**config.mk**
```make
export PLATFORM = sky130hd
export DESIGN_NAME = evm_ballot_controller
export DESIGN_NICKNAME = d
export VERILOG_FILES = /design/src/rtl/evm_ballot_controller.sv
export SDC_FILE = /design/constraint.sdc
export NUM_CORES = 1
export LEC_CHECK = 0
export BUFFER_PORTS_ARGS = -buffer_cell sky130_fd_sc_hd__buf_4
export CAP_MARGIN = 30
export CORE_ASPECT_RATIO = 1.75
export CORE_MARGIN = 10
export CORE_UTILIZATION = 35
export CTS_CLUSTER_DIAMETER = 100
export DETAILED_ROUTE_END_ITERATION = 6
export HOLD_SLACK_MARGIN = 0.05
export SLEW_MARGIN = 0
export SYNTH_ARGS = -nofsm -noshare
export SYNTH_HDL_FRONTEND = slang
export SYNTH_SLANG_ARGS = --single-unit
```
**constraint.sdc**
```tcl
create_clock -name clk -period 5.8 [get_ports clk]
set_input_delay 0.58 -clock clk [delete_from_list [all_inputs] [get_ports clk]]
set_output_delay 0.58 -clock clk [all_outputs]
set_load 0.05 [all_outputs]
```
**src/rtl/evm_ballot_controller.sv**
```systemverilog
// Election session sequencer for a 4-candidate electronic voting machine.
// It issues one ballot at a time, turns a single new button press into one vote,
// keeps four saturating vote counters and latches the external comparator's
// winner code when voting closes.
//
// Handshake note: there is no valid/ready pairing on this block. Officer inputs
// are level-sampled commands that only act in their own state, and every event
// output (vote_ack, invalid_press, ballot_expired) is a registered pulse lasting
// exactly one cycle. These pulses appear on the cycle after the event.
module evm_ballot_controller #(
  parameter int CNT_W       = 8,
  parameter int TIMEOUT_CYC = 1000
) (
  input  logic             clk,
  input  logic             rst,
  input  logic             start_election,
  input  logic             ballot_en,
  input  logic             close_election,
  input  logic [3:0]       cand_btn,
  input  logic [2:0]       winner_in,
  output logic [CNT_W-1:0] votecount1,
  output logic [CNT_W-1:0] votecount2,
  output logic [CNT_W-1:0] votecount3,
  output logic [CNT_W-1:0] votecount4,
  output logic [2:0]       winner_out,
  output logic             result_valid,
  output logic             ballot_active,
  output logic             vote_ack,
  output logic             invalid_press,
  output logic             ballot_expired,
  output logic [2:0]       state_o
);

  // The timer counts down from TIMEOUT_CYC-1 to 0, so it never needs to hold TIMEOUT_CYC.
  localparam int TMR_W = (TIMEOUT_CYC > 1) ? $clog2(TIMEOUT_CYC) : 1;
  localparam logic [TMR_W-1:0] TMR_LOAD = TMR_W'(TIMEOUT_CYC - 1);
  localparam logic [CNT_W-1:0] CNT_MAX  = '1;

  typedef enum logic [2:0] {
    S_IDLE   = 3'd0,
    S_READY  = 3'd1,
    S_BALLOT = 3'd2,
    S_TALLY  = 3'd3,
    S_DONE   = 3'd4
  } state_t;

  state_t           state;
  logic [3:0]       btn_q;
  logic [3:0]       rise;
  logic             rise_one_hot;
  logic             rise_multi;
  logic [TMR_W-1:0] timer;
  logic [CNT_W-1:0] cnt [4];

  // A button counts only on the cycle it goes from released to pressed.
  // A button that was already held when the ballot opened therefore never votes.
  assign rise         = cand_btn & ~btn_q;
  assign rise_one_hot = (rise != 4'd0) && ((rise & (rise - 4'd1)) == 4'd0);
  assign rise_multi   = (rise != 4'd0) && !rise_one_hot;

  assign votecount1    = cnt[0];
  assign votecount2    = cnt[1];
  assign votecount3    = cnt[2];
  assign votecount4    = cnt[3];
  assign result_valid  = (state == S_DONE);
  assign ballot_active = (state == S_BALLOT);
  assign state_o       = state;

  // Registers the previous button level used for edge detection.
  always_ff @(posedge clk) begin
    if (rst) btn_q <= 4'd0;
    else     btn_q <= cand_btn;
  end

  // Session FSM: owns the counters, the ballot timer, the latched result and the event pulses.
  always_ff @(posedge clk) begin
    if (rst) begin
      state          <= S_IDLE;
      timer          <= '0;
      winner_out     <= 3'b000;
      vote_ack       <= 1'b0;
      invalid_press  <= 1'b0;
      ballot_expired <= 1'b0;
      for (int i = 0; i < 4; i++) cnt[i] <= '0;
    end else begin
      vote_ack       <= 1'b0;
      invalid_press  <= 1'b0;
      ballot_expired <= 1'b0;
      case (state)
        S_IDLE: begin
          if (start_election) begin
            for (int i = 0; i < 4; i++) cnt[i] <= '0;
            state <= S_READY;
          end
        end
        S_READY: begin
          // Closing wins over issuing a ballot in the same cycle.
          if (close_election) begin
            state <= S_TALLY;
          end else if (ballot_en) begin
            timer <= TMR_LOAD;
            state <= S_BALLOT;
          end
        end
        S_BALLOT: begin
          if (close_election) begin
            // The open ballot is abandoned without recording anything.
            ballot_expired <= 1'b1;
            state          <= S_TALLY;
          end else if (rise_one_hot) begin
            // Only the counter whose button rose can change; it stops at full scale.
            for (int i = 0; i < 4; i++) begin
              if (rise[i] && (cnt[i] != CNT_MAX)) cnt[i] <= cnt[i] + CNT_W'(1);
            end
            vote_ack <= 1'b1;
            state    <= S_READY;
          end else if (rise_multi) begin
            // Ambiguous press: reject it and let the voter try again. The timer keeps running
            // but is held at zero so the expiry is taken on a following cycle.
            invalid_press <= 1'b1;
            if (timer != '0) timer <= timer - TMR_W'(1);
          end else if (timer == '0) begin
            ballot_expired <= 1'b1;
            state          <= S_READY;
          end else begin
            timer <= timer - TMR_W'(1);
          end
        end
        S_TALLY: begin
          // Counters have been stable for a full cycle, so the comparator output has settled.
          winner_out <= winner_in;
          state      <= S_DONE;
        end
        S_DONE: begin
          if (start_election) begin
            for (int i = 0; i < 4; i++) cnt[i] <= '0;
            winner_out <= 3'b000;
            state      <= S_READY;
          end
        end
        default: begin
          state <= S_IDLE;
        end
      endcase
    end
  end

endmodule

```
# == Word-level counts from Yosys, hierarchy flattened ==
# Memory sizes are Yosys's and may differ from the RTL's.
# Cells that the tools add are included.
# totals
ff_bits,23
input_bits,12
ramBits,32
mem_count,1
word_cells,139
output_inout_bits,43
# op_classes
n_reduce_logical,21
add_sub_neg,6
bitwise,16
n_eq_ne,19
mux,69
# mem_list
memory,words,word_bits,rd,rd_clocked_by_memory_dff,wr,line,rtl
cnt,4,8,4,0,4,53,logic [CNT_W-1:0] cnt [4];
# op_table
op,n
8-bit two-way mux,12
10-bit two-way mux,7
1-bit two-way mux,39
8-bit by 1-bit adder with 8-bit output (second input constant),4
8-bit inequality test (second input constant),4
3-bit two-way mux,8
10-bit one-hot mux with 2 select lines,1
1-bit OR,12
3-bit one-hot mux with 4 select lines,1
10-bit logical NOT,1
2-bit inequality test (second input constant),5
10-bit nonzero test,1
10-bit by 1-bit subtractor with 10-bit output (second input constant),1
4-bit bitwise AND,2
7-bit AND reduction,1
3-bit by 2-bit equality test with 1-bit output (second input constant),2
1-bit logical AND,6
3-bit inequality test (second input constant),2
3-bit one-hot mux with 2 select lines,1
4-bit logical NOT,1
4-bit by 2-bit inequality test with 1-bit output (second input constant),1
4-bit inequality test (second input constant),1
4-bit NOT,1
4-bit AND reduction,1
14 further kinds,16

# == Logic depth before layout (Yosys ltp) ==
# depth
depth_word,13
ltp_mapped,7

# == Worst setup path after synthesis ==
# No wires, ideal clock.
# synth_timing
path_type,reg2out
startpoint,"register state[0], in the netlist state_o[0]"
endpoint,output result_valid
slack_ns,3.196
t_required_ns,5.220
path_stages_with_launch,3
arrival_ns,2.024
cell_sequence,dfxtp_1 > buf_2 > nor3b_1
# synth_via
elab_chain_len,1
# synth_lines
item,line,rtl
start: declaration,47,state_t state;
start signal: assignment,78,state <= S_IDLE;
start signal: assignment,93,state <= S_READY;
start signal: assignment,99,state <= S_TALLY;
3-bit equality test,65,assign result_valid = (state == S_DONE);
end: declaration,26,"output logic result_valid,"
# No other way between the ends.

==> flow_summary_export.csv <==
group,metric,value,unit
floorplanning,die_h,140,um
drt,wl_met3,388,um
power,ir_drop,0.125,mV
floorplanning,dieArea,12500,sq um
synthesis,ys_ff_latch,55,
timing,hold_viol_final,0,
clocking,clock_latency,0.30,ns
setup_path,critPathBufInv,0,
power,pwr_density_cell,287,nW/um^2
run,maxCapViolations,0,
setup_path,crit_family,"simple AND/OR/NAND/NOR gates",
grt,antenna_found_initial,0,
cells_and_area,antenna_cells,0,
drt,dr.pass1.iters,4,
drt,drt-met1-wl,2790,um
synthesis,yosysTopAreaCellShare,26.9,%
setup_path,crit_type,"reg2reg",
drt,wl_per_cell,15.9,um
grt,grt_max_degree,31,
setup_path,worstPathArrival,2.25,ns
synthesis,synthCells,318,
cells_and_area,nFillCells,786,
floorplanning,ioPinCount,55,
timing,grt_setup_unrepaired,"no",
clocking,post_cts_resized,0,
clocking,cts.htree.levels,2,
cells_and_area,instances_no_fill,461,
power,power.leakage,1.37,nW
timing,slew_violations,0,
clocking,cts_buffers,5,
clocking,cts-root-buf,"clkbuf_16",
setup_path,cp_slowest_stage_delay,0.58,ns
clocking,clk_pin_slew_worst_paths,0.07,ns
drt,initialDrtViolationCount,170,
drt,top_layer,"met4",
min_path,hp-class,"reg2reg",
synthesis,yosysTopAreaCell,"dfxtp_1",
setup_path,end_kind,"register",
synthesis,synthMostInstantiatedCell,"dfxtp_1",
placement,place.gp.congestion,0.793,
timing,period_share,39.2,%
grt,grt_pass1_vias,2374,
cells_and_area,drive_above_1_share,20.8,%
synthesis,yosysSeqAreaShare,43.5,%
synthesis,synth_cell_types,54,
setup_path,cp.required,5.77,ns
synthesis,ys.flop_type,"dfxtp_1",
floorplanning,core-area,8020,sq um
cells_and_area,area_growth,22.9,%
drt,vias,2549,
clocking,post_cts_buffers,0,
clocking,clock-sinks,55,
placement,placed_cells,453,
placement,dp_hpwl,5590,um
setup_path,critPathMaxFanout,10,
synthesis,synth-edff-count,16,
synthesis,synth_area_leaders,"dfxtp_1 27%, edfxtp_1 17%, nor2_1 4.4%, a21oi_1 3.8%, nand2_1 3.2%",
floorplanning,die_width,88.8,um
synthesis,async_reset_ff_share,0,%
synthesis,avgSynthCellArea,9.12,sq um
timing,setup_viol,0,
drt,vias_per_cell,5.53,
clocking,holdBufCountCts,0,
grt,track_usage,12.1,%
setup_path,worst_setup_path_start_kind,"register",
timing,min_period,2.28,ns
clocking,cts_buffer_depth,2,
cells_and_area,utilization,44.5,%
placement,numPortBuffers,54,
timing,finalSetupTns,0,ns
timing,fin_skew,0.00480,ns
drt,ant_nets,0,
drt,met2_length,3960,um
synthesis,synth_common_cells,"39 x dfxtp_1, 34 x nor2_1, 25 x nand2_1",
setup_path,path_cells,"nand2b_4 -> nor4_4 -> nand4_1 -> a31o_2 -> nand2_1",
timing,max_freq,0.439,GHz
drt,wl,7320,um
drt,remaining_drc_errors,0,
cells_and_area,nets,387,
setup_path,cp_slowest_cell,"dfxtp_1",
floorplanning,num_rows,43,
synthesis,synth_area,2900,sq um
grt,gr-total-overflow,0,
timing,slew_headroom,48.7,%
timing,worst_pin_slew,0.766,ns
synthesis,yosys_warnings,0,
run_status,status,"complete, no violations",
synthesis,synth_nets,335,
grt,grt_pass1_wl,11900,um
floorplanning,initial_core_util,36.2,%
clocking,tritoncts,"done",
sequential cells by signal (all words and copies together), names as in the netlist:
signal          flops
cnt                32
timer              10
btn_q               4
state_o             3
winner_out          3
ballot_expired      1
invalid_press       1
vote_ack            1
worst register-to-register path, delay by kind of cell (launching register included):
| kind | cells | cell delay [ns] |
|---|---|---|
| AOI/OAI and AO/OA | 1 | 0.33 |
| DFF | 1 | 0.58 |
| and+or+nand+nor | 4 | 1.05 |
area by class of cell:
| class | instances | area, sq um | area share (%) |
|---|---|---|---|
| Multi-Input combinational cell | 248 | 1580 | 44.2 |
| Sequential cell | 55 | 1260 | 35.4 |
| Timing Repair Buffer | 54 | 405 | 11.4 |
| Clock buffer | 6 | 129 | 3.61 |
| Tap cell | 90 | 113 | 3.16 |
| Clock inverter | 2 | 60.1 | 1.68 |
| Inverter | 6 | 22.5 | 0.631 |
per-layer routing:
metal  vias to the layer above  global-route usage (%)
li1                       1277                       -
met1                      1209                    12.5
met2                        52                    21.6
met3                        11                    2.85
met4                         0                    5.82
met5                         -                       0
final timing paths:
path,from,cells after the start,to,slack [ns]
setup reg to reg,state_o[1],5,cnt[0][3],3.52
hold / removal,winner_out[1],2,winner_out[1],0.48
setup / recovery,state_o[1],5,cnt[0][3],3.52
hold reg to reg,winner_out[1],2,winner_out[1],0.48
placed cells by master, fill, tap and decap left out, types with 5 or more instances in the layout:
cell,count
o31ai_1,8
a31oi_1,7
ha_1,5
xor2_1,9
nor2_1,34
edfxtp_1,16
nand4_1,11
buf_4,54
dfxtp_1,39
nor3_1,6
nand2_1,25
nand2b_1,10
nand3_1,17
clkbuf_16,5
nor2b_1,6
a21oi_1,22
o21ai_0,10
or3_1,13
and3_1,6
inv_1,6
or4_1,7
stage by stage:
stage	setup WS, ns	area [sq um]	hold WS (ns)	power [mW]
global route	3.31	3570	0.504	1.07
global placement	3.44	3380	0.459	0.647
detailed placement	3.32	3380	0.469	0.649
CTS	3.50	3570	0.479	1.04
finish	3.52	3570	0.475	1.03
floorplan	3.20	2900	0.472	0.591
where the power goes:
| part | leakage, nW | total, mW | switching, mW | internal [mW] |
|---|---|---|---|---|
| combinational | 0.789 | 0.197 | 0.131 | 0.0654 |
| clock | 0.0911 | 0.386 | 0.139 | 0.248 |
| sequential | 0.490 | 0.442 | 0.0267 | 0.415 |
| total | 1.37 | 1.03 | 0.297 | 0.728 |
kinds of logic after synthesis:
kind of cell	share of synthesized area, %
xor gates and xnor gates	4.48
and+or+nand+nor	32.7
AOI/OAI and AO/OA	13.5
muxes	1.42
buffers and inverters	2.20
adders and majority gates	2.16
DFF	43.5
Note: power is estimated with default switching activity, not from simulation.
